`config.mk`:
```
export PLATFORM = sky130hd
export DESIGN_NAME = src_reg_file
export DESIGN_NICKNAME = d
export VERILOG_FILES = /design/src/rtl/src_pkg.sv /design/src/rtl/src_rf_read_port.sv /design/src/rtl/src_reg_file.sv
export SDC_FILE = /design/constraint.sdc
export NUM_CORES = 2
export LEC_CHECK = 0
export CAP_MARGIN = 10
export CORE_MARGIN = 4
export CORE_UTILIZATION = 30
export CTS_CLUSTER_DIAMETER = 100
export CTS_CLUSTER_SIZE = 28
export DETAILED_ROUTE_END_ITERATION = 10
export GPL_TIMING_DRIVEN = 0
export PLACE_DENSITY = 0.45
export REMOVE_ABC_BUFFERS = 1
export SLEW_MARGIN = 20
export SYNTH_ARGS = -nofsm -noshare
export SYNTH_HDL_FRONTEND = slang
export SYNTH_SLANG_ARGS = --single-unit
```
`constraint.sdc`:
```
create_clock -name clock -period 3.8 [get_ports clock]
set_input_delay 0.76 -clock clock [delete_from_list [all_inputs] [get_ports clock]]
set_output_delay 0.76 -clock clock [all_outputs]
set_load 0.005 [all_outputs]
```
`src/rtl/src_pkg.sv`:
```
// rtl/src_pkg.sv - shared Mini SRC register-file constants and types
package src_pkg;

    localparam int SRC_WIDTH = 32;
    localparam int SRC_NREGS = 16;

    typedef logic [3:0] src_reg_idx_t;

    // Register that reads as zero when a port's BA qualifier is asserted.
    localparam src_reg_idx_t R0 = 4'd0;

endpackage

```
`src/rtl/src_rf_read_port.sv`:
```
// rtl/src_rf_read_port.sv - registered read port with write forwarding and BA-zero gate
module src_rf_read_port
    import src_pkg::*;
#(
    parameter int WIDTH   = SRC_WIDTH,
    parameter int DEPTH   = SRC_NREGS,
    parameter int ADDR_W  = 4,
    parameter int BA_ZERO = 1
) (
    input  logic                   clock_i,
    input  logic                   clear_i,
    input  logic                   en_i,
    input  logic [ADDR_W-1:0]      addr_i,
    input  logic                   ba_i,
    input  logic                   wr_en_i,
    input  logic [ADDR_W-1:0]      wr_addr_i,
    input  logic [WIDTH/8-1:0]     wr_be_i,
    input  logic [WIDTH-1:0]       wr_data_i,
    input  logic [WIDTH-1:0]       regs_i [DEPTH],
    output logic [WIDTH-1:0]       data_o
);

    localparam int NB = WIDTH / 8;

    logic [WIDTH-1:0] data_q;
    logic [WIDTH-1:0] data_d;
    logic [WIDTH-1:0] stored;
    logic [WIDTH-1:0] merged;
    logic             ba_hit;

    always_comb begin
        stored = regs_i[addr_i];
        merged = stored;
        for (int i = 0; i < NB; i++) begin
            if (wr_be_i[i]) begin
                merged[8*i +: 8] = wr_data_i[8*i +: 8];
            end
        end

        ba_hit = (BA_ZERO != 0) && ba_i && (addr_i == ADDR_W'(R0));

        // Zeroing wins over forwarding so a base-address read never sees R0.
        data_d = data_q;
        if (en_i) begin
            if (ba_hit) begin
                data_d = '0;
            end else if (wr_en_i && (wr_addr_i == addr_i)) begin
                data_d = merged;
            end else begin
                data_d = stored;
            end
        end
    end

    always_ff @(posedge clock_i) begin
        if (!clear_i) begin
            data_q <= '0;
        end else begin
            data_q <= data_d;
        end
    end

    assign data_o = data_q;

endmodule

```
`src/rtl/src_reg_file.sv`:
```
// rtl/src_reg_file.sv - Mini SRC general-purpose register file, one write and two read ports
module src_reg_file
    import src_pkg::*;
#(
    parameter int WIDTH   = SRC_WIDTH,
    parameter int DEPTH   = SRC_NREGS,
    parameter int ADDR_W  = 4,
    parameter int BA_ZERO = 1
) (
    input  logic                   clock,
    input  logic                   clear,
    input  logic                   wr_en,
    input  logic [ADDR_W-1:0]      wr_addr,
    input  logic [WIDTH/8-1:0]     wr_be,
    input  logic [WIDTH-1:0]       wr_data,
    input  logic                   rd_a_en,
    input  logic [ADDR_W-1:0]      rd_a_addr,
    input  logic                   rd_a_ba,
    output logic [WIDTH-1:0]       rd_a_data,
    input  logic                   rd_b_en,
    input  logic [ADDR_W-1:0]      rd_b_addr,
    input  logic                   rd_b_ba,
    output logic [WIDTH-1:0]       rd_b_data
);

    localparam int NB = WIDTH / 8;

    if (WIDTH % 8 != 0) begin : g_bad_width
        $error("src_reg_file: WIDTH must be a multiple of 8");
    end
    if (DEPTH != 2 ** ADDR_W || DEPTH < 2) begin : g_bad_depth
        $error("src_reg_file: DEPTH must equal 2**ADDR_W and be at least 2");
    end

    logic [WIDTH-1:0] regs_q [DEPTH];
    logic [WIDTH-1:0] regs_d [DEPTH];

    always_comb begin
        regs_d = regs_q;
        if (wr_en) begin
            for (int i = 0; i < NB; i++) begin
                if (wr_be[i]) begin
                    regs_d[wr_addr][8*i +: 8] = wr_data[8*i +: 8];
                end
            end
        end
    end

    always_ff @(posedge clock) begin
        if (!clear) begin
            regs_q <= '{default: '0};
        end else begin
            regs_q <= regs_d;
        end
    end

    src_rf_read_port #(
        .WIDTH   (WIDTH),
        .DEPTH   (DEPTH),
        .ADDR_W  (ADDR_W),
        .BA_ZERO (BA_ZERO)
    ) u_port_a (
        .clock_i   (clock),
        .clear_i   (clear),
        .en_i      (rd_a_en),
        .addr_i    (rd_a_addr),
        .ba_i      (rd_a_ba),
        .wr_en_i   (wr_en),
        .wr_addr_i (wr_addr),
        .wr_be_i   (wr_be),
        .wr_data_i (wr_data),
        .regs_i    (regs_q),
        .data_o    (rd_a_data)
    );

    src_rf_read_port #(
        .WIDTH   (WIDTH),
        .DEPTH   (DEPTH),
        .ADDR_W  (ADDR_W),
        .BA_ZERO (BA_ZERO)
    ) u_port_b (
        .clock_i   (clock),
        .clear_i   (clear),
        .en_i      (rd_b_en),
        .addr_i    (rd_b_addr),
        .ba_i      (rd_b_ba),
        .wr_en_i   (wr_en),
        .wr_addr_i (wr_addr),
        .wr_be_i   (wr_be),
        .wr_data_i (wr_data),
        .regs_i    (regs_q),
        .data_o    (rd_b_data)
    );

endmodule

```
**Word-level counts from Yosys, hierarchy flattened**

Cells that the tools add are included.

- Add/subtract/negate cells: 0
- Multiply operators: 0
- Divide/modulo/power cells: 0
- Order comparisons: 4
- Equality and inequality tests: 2
- Shift operators: 0
- Muxes and demuxes: 37
- Bitwise logic cells: 3
- Reduce and logical (&&, ||, !) cells: 7

Operator list:

| kind | number |
|---|---|
| 2-to-1 mux 512 bit | 7 |
| bitwise mux 512 bit | 4 |
| demux 32 bit (select 4 bit) | 4 |
| 2-to-1 mux 32 bit | 9 |
| binary-select mux 32 bit (select 4 bit) | 2 |
| 2-to-1 mux 8 bit | 9 |
| 2-to-1 mux 24 bit | 1 |
| 2-to-1 mux 16 bit | 1 |
| greater-or-equal comparator 5 bit (second input constant) | 3 |
| NOT 4 -> 5 bit | 3 |
| == test 4 bit | 2 |
| logical NOT 4 bit | 2 |
| logical AND 1 bit | 5 |
| less-than comparator 5 x 1 -> 1 bit (second input constant) | 1 |

- Register bits after elaboration: 576
- Bits in latches: 0
- RAM bits: 0
- ROM bits: 0
- Input bits: 55
- Output and inout port bits: 64
- Word-level logic and storage cells: 71
- Memories: 0

**Logic depth before layout (Yosys ltp)**

- Depth in word-level cells: 16
- Depth in mapped cells: 8
- Depth with buffers taken out: 4

**Cells and area by module**

A second synthesis with hierarchy kept.

- Cell total of the unflattened synthesis: 2,687
- Area total of the unflattened synthesis: 29,422.0 um^2

Modules (own cells, without submodules):

| module | times used | cells each | area an instance (um^2) | sequential area each (um^2) |
|---|---|---|---|---|
| src_reg_file | 1 | 1,763 | 18,411.4 | 10,249.8 |
| src_rf_read_port | 2 | 462 | 5,505.3 | 640.6 |

**Worst setup path after synthesis**

Ideal clock, no wire load.

- Path type: input -> register
- Start: input rd_a_addr[0]
- End: register u_port_a.data_q[0], in the netlist u_port_a.data_o[0]
- Setup time: 136 ps
- Arrival time: 2,104 ps
- Data required time: 3,664 ps
- Path slack: 1,560 ps
- Cell stages on the path: 6
- Path buffers: 2
- Cell sequence: clkbuf_2 -> buf_2 -> mux4_2 -> a22o_1 -> nor2_1 -> o221ai_1

- Cells in the longest elaborated chain, start to end: 7
- Elaborated cells on any way between the ends: 11
- Those cells by class: 1 x eq/ne; 6 x mux; 1 x bitwise; 3 x reduce/logical

Ends and longest elaborated chain:

| element | RTL line | text |
|---|---|---|
| start: declaration | src_reg_file.sv:17 | `input logic [ADDR_W-1:0] rd_a_addr,` |
| NOT 4 -> 5 bit (not written as such) | src_rf_read_port.sv:32 | `stored = regs_i[addr_i];` |
| binary-select mux 32 bit (select 4 bit) | src_rf_read_port.sv:32 |  |
| 2-to-1 mux 32 bit (not written as such) (2 in a row) | src_rf_read_port.sv:32 |  |
| 2-to-1 mux 8 bit | src_rf_read_port.sv:35 | `if (wr_be_i[i]) begin` |
| 2-to-1 mux 32 bit | src_rf_read_port.sv:47 | `end else if (wr_en_i && (wr_addr_i == addr_i)) begin` |
| 2-to-1 mux 32 bit (*) | src_rf_read_port.sv:45 | `if (ba_hit) begin` |
| end signal: assignment | src_rf_read_port.sv:59 | `data_q <= data_d;` |
| end: declaration | src_rf_read_port.sv:25 | `logic [WIDTH-1:0] data_q;` |

Every way passes the cells marked *; elsewhere a longest branch is shown, timed or not. The select of a mux whose other input is x is not followed.
A chain may end at the register's enable or synchronous reset.

**Worst setup path in the final report**

- Start: input wr_addr[0]
- End: register regs_q[261] (netlist name)

- Cells in the longest elaborated chain, start to end: 16
- Elaborated cells on any way between the ends: 20
- Those cells by class: 2 x order compare; 16 x mux; 1 x bitwise; 1 x reduce/logical

Ends and longest elaborated chain:

| element | RTL line | text |
|---|---|---|
| start: declaration | src_reg_file.sv:13 | `input logic [ADDR_W-1:0] wr_addr,` |
| NOT 4 -> 5 bit (not written as such) (*) | src_reg_file.sv:43 | `regs_d[wr_addr][8*i +: 8] = wr_data[8*i +: 8];` |
| greater-or-equal comparator 5 bit (not written as such) or less-than comparator 5 x 1 -> 1 bit (tied branches) | src_reg_file.sv:43 |  |
| logical AND 1 bit (not written as such) | src_reg_file.sv:43 |  |
| 2-to-1 mux 8 bit (not written as such) | src_reg_file.sv:43 |  |
| demux 32 bit (select 4 bit) | src_reg_file.sv:43 |  |
| bitwise mux 512 bit | src_reg_file.sv:43 |  |
| 2-to-1 mux 512 bit | src_reg_file.sv:42 | `if (wr_be[i]) begin` |
| 2-to-1 mux 512 bit | src_reg_file.sv:40 | `if (wr_en) begin` |
| bitwise mux 512 bit | src_reg_file.sv:43 |  |
| 2-to-1 mux 512 bit | src_reg_file.sv:42 |  |
| 2-to-1 mux 512 bit | src_reg_file.sv:40 |  |
| bitwise mux 512 bit | src_reg_file.sv:43 |  |
| 2-to-1 mux 512 bit | src_reg_file.sv:42 |  |
| 2-to-1 mux 512 bit | src_reg_file.sv:40 |  |
| bitwise mux 512 bit | src_reg_file.sv:43 |  |
| 2-to-1 mux 512 bit (*) | src_reg_file.sv:42 |  |
| end signal: assignment | src_reg_file.sv:53 | `regs_q <= regs_d;` |
| end: declaration | src_reg_file.sv:35 | `logic [WIDTH-1:0] regs_q [DEPTH];` |

Marks and branches as above.

==> metrics.md <==
| Metric | Value |
|---|---|
| Via-per-instance ratio | `5.62` |
| EDFF count, synth | `0` |
| Initial Utilization | `30.3%` |
| Most common cell after layout, fill and taps aside | `nand2_1` |
| Global route overflow | `0` |
| Hold Crit Class | `flop to flop` |
| Critical path arrival | `4210 ps` |
| Die ar. | `0.109 mm2` |
| Vias in the first global route | `25500` |
| Hold Violations, Final | `0` |
| Nets | `3317` |
| Worst setup EP type | `flop` |
| Netlist cell types | `41` |
| CP dominant cell by count | `buf_8` |
| Tmin final | `3700 ps` |
| Cell area after synthesis | `0.0310 mm2` |
| Register area share after synthesis | `37.2%` |
| Clock Pin Slew Worst Setup and Hold Paths | `100 ps` |
| Status | `completed` |
| First-pass GRT wire length | `182 mm` |
| Die height | `329 um` |
| CTS buffer count | `34` |
| # rows | `117` |
| Routability Congestion | `0.746` |
| Inserted Diodes | `0` |
| PwrDens | `345 mW/mm2` |
| Max Cap Viol | `0` |
| Post-DP HPWL | `77.2 mm` |
| Total track usage | `22.2%` |
| Core area | `0.102 mm2` |
| Critical path's slowest cell | `dlygate4sd2_1` |
| Final instance area | `0.0351 mm2` |
| Final setup fails | `0` |
| Vias | `26100` |
| Critical path class | `input pin to flop` |
| Critical path fanouts, max | `18` |
| Ys flop type | `dfxtp_1` |
| Leakage | `11.0 nW` |
| Worst hold slack | `474 ps` |
| DRC | `0` |
| Number of port buffers | `118` |
| Share of flip-flops with an asynchronous set or reset | `0%` |
| Largest net degree at the start of global routing | `139` |
| Post-DP Area | `0.0339 mm2` |
| Clk sinks | `576` |
| Cells after Synth | `3371` |
| Final worst slack | `103 ps` |
| Worst path cell trace | `dlygate4sd2_1 > nand4b_1 > buf_8 > buf_6 > buf_8 > nor2_1 > nand2_1 > a21boi_0` |
| Max_slew headroom | `25.5%` |
| Dpl ws | `-941 ps` |
| CP top delay family | `buffers and inverters` |
| Period utilization | `97.3%` |
| Worst EP required | `4310 ps` |
| CTS Root Cell | `clkbuf_16` |
| CP peak stage delay | `940 ps` |
| CP Launch Type | `input pin` |
| H-tree depth | `2` |
| Share of cells above drive strength 1 | `12.5%` |
| Post-Route WL | `124 mm` |
| Commonest non-fill, non-tap cells in the layout | `nand2_1 (621), dfxtp_1 (576), a21boi_0 (518), nand3_1 (352), mux4_2 (194)` |
| Yosys warning total | `0` |
| CTS Hold Bufs | `0` |
| CTS tree | `yes` |
| Initial antenna violation count | `0` |
| Final ANT Viol Nets | `0` |
| Drt first pass iters | `5` |
| Area growth, synth to finish | `13.2%` |
| Setup TNS | `0 ps` |
| Crit path buf inv count | `4` |
| I/O Pins | `119` |
| Die W | `329 um` |
| CTS max path bufs | `3` |
| Mean Syn Cell Area | `9.20 um2` |
| RSZ-0062 raised after global routing | `false` |
| Routed WL per cell | `26.6 um` |
| Max Clk Rate | `270 MHz` |
| Number of synthesized register bits | `576` |
| Least-Margin Pin Slew | `1120 ps` |
| Slew Limit Fails | `0` |
| Layout Skew | `22.2 ps` |
| Skew-Pair Late Insertion Delay | `590 ps` |
| Maximum vdd drop | `0.262 mV` |
| Iteration-0 DRC Markers | `2405` |
-- worst reg2reg max path: cells and delay by family, from the launching register on --
kind	cells	cell delay, ps
AOI/OAI and AO/OA	2	700
muxes	1	450
DFF	1	340
and+or+nand+nor	1	140
-- metal layers --
metal / part of all wire [%] / vias up / wire, um / global-route usage [%]
met1: 44 / 13100 / 54100 / 30.0
met3: 6.0 / 157 / 7470 / 3.06
li1: - / 12000 / - / -
met2: 48 / 819 / 59100 / 37.6
met4: 2.4 / 0 / 2980 / 5.26
met5: 0 / - / 0 / 0
-- stage by stage --
stage	utilization, %	cells	total power [mW]
3_3_place_gp	31.5	4491	7.99
5_1_grt	34.3	4656	12.5
3_5_place_dp	33.2	4592	7.78
4_1_cts	34.3	4656	12.2
2_1_floorplan	-	3005	6.79
6_report	34.3	4656	12.1
-- synthesized netlist by cell type, types with 2 or more instances --
cell type | instances | share of area, %
nor4bb_1 | 5 | 0.16
a22o_1 | 64 | 1.8
nand3_4 | 4 | 0.23
nor2_2 | 2 | 0.040
buf_6 | 14 | 0.51
nor2b_1 | 38 | 0.77
o311ai_1 | 31 | 0.88
and2_0 | 2 | 0.040
nor2_1 | 54 | 0.65
mux4_2 | 194 | 14
buf_4 | 16 | 0.39
a21boi_0 | 518 | 13
nand2_1 | 625 | 7.6
a31oi_4 | 2 | 0.14
nor4b_4 | 4 | 0.31
nand3_1 | 352 | 5.7
a22oi_1 | 62 | 1.5
o21ai_0 | 160 | 2.6
mux2i_1 | 125 | 4.0
buf_8 | 9 | 0.44
o221ai_1 | 32 | 0.90
nand4_1 | 34 | 0.69
a21boi_1 | 25 | 0.61
buf_2 | 70 | 1.1
a211oi_1 | 32 | 0.77
inv_1 | 32 | 0.39
and2_1 | 6 | 0.12
buf_1 | 9 | 0.11
xnor2_1 | 8 | 0.23
clkbuf_1 | 247 | 3.0
o21ai_2 | 4 | 0.11
dfxtp_1 | 576 | 37
nand4b_1 | 4 | 0.11
o21ai_1 | 4 | 0.065
-- final timing paths --
check,start,end,slack (ps),cells after the start
setup reg to reg,regs_q[297],u_port_b.data_o[9],2030,4
setup / recovery,wr_addr[0],regs_q[261],100,8
hold reg to reg,regs_q[453],regs_q[453],470,2
hold / removal,regs_q[453],regs_q[453],470,2
-- what timing repair did --
action                     4_1_cts  5_1_grt
setup endpoints to repair       56        3
gates resized for setup          3        1
pin swaps                        1        0
setup buffers                    2        0
-- registers in the layout, summed over array words and instances, names as in the netlist --
register         cells
regs_q             512
u_port_a.data_o     32
u_port_b.data_o     32
-- where the power goes --
| group | leakage (nW) | total [mW] | internal, mW | switching [mW] |
|---|---|---|---|---|
| Sequential | 4.65 | 6.15 | 6.10 | 0.0511 |
| Combinational | 5.76 | 1.50 | 0.526 | 0.973 |
| Clock | 0.564 | 4.45 | 1.92 | 2.53 |
| Total | 11.0 | 12.1 | 8.54 | 3.56 |
-- cell type report --
| cell class | count | area, um2 |
|---|---|---|
| fill | 10600 | 67100 |
| clock inverter | 23 | 236 |
| timing repair buffer | 221 | 2750 |
| multi-input combinational | 2397 | 17800 |
| clock buffer | 39 | 943 |
| tap | 1368 | 1710 |
| inverter | 32 | 120 |
| sequential | 576 | 11500 |
-- logic make-up (layout without fill, tap and decap cells) --
group | count (synthesis) | count (layout) | synth area share [%]
and+or+nand+nor | 1134 | 1134 | 16.5
AOI/OAI and AO/OA | 936 | 936 | 22.0
DFF | 576 | 576 | 37.2
buffers and inverters | 398 | 315 | 5.96
muxes | 319 | 319 | 18.1
xor gates and xnor gates | 8 | 8 | 0.226
No activity file was read; power rests on OpenSTA's default activity.
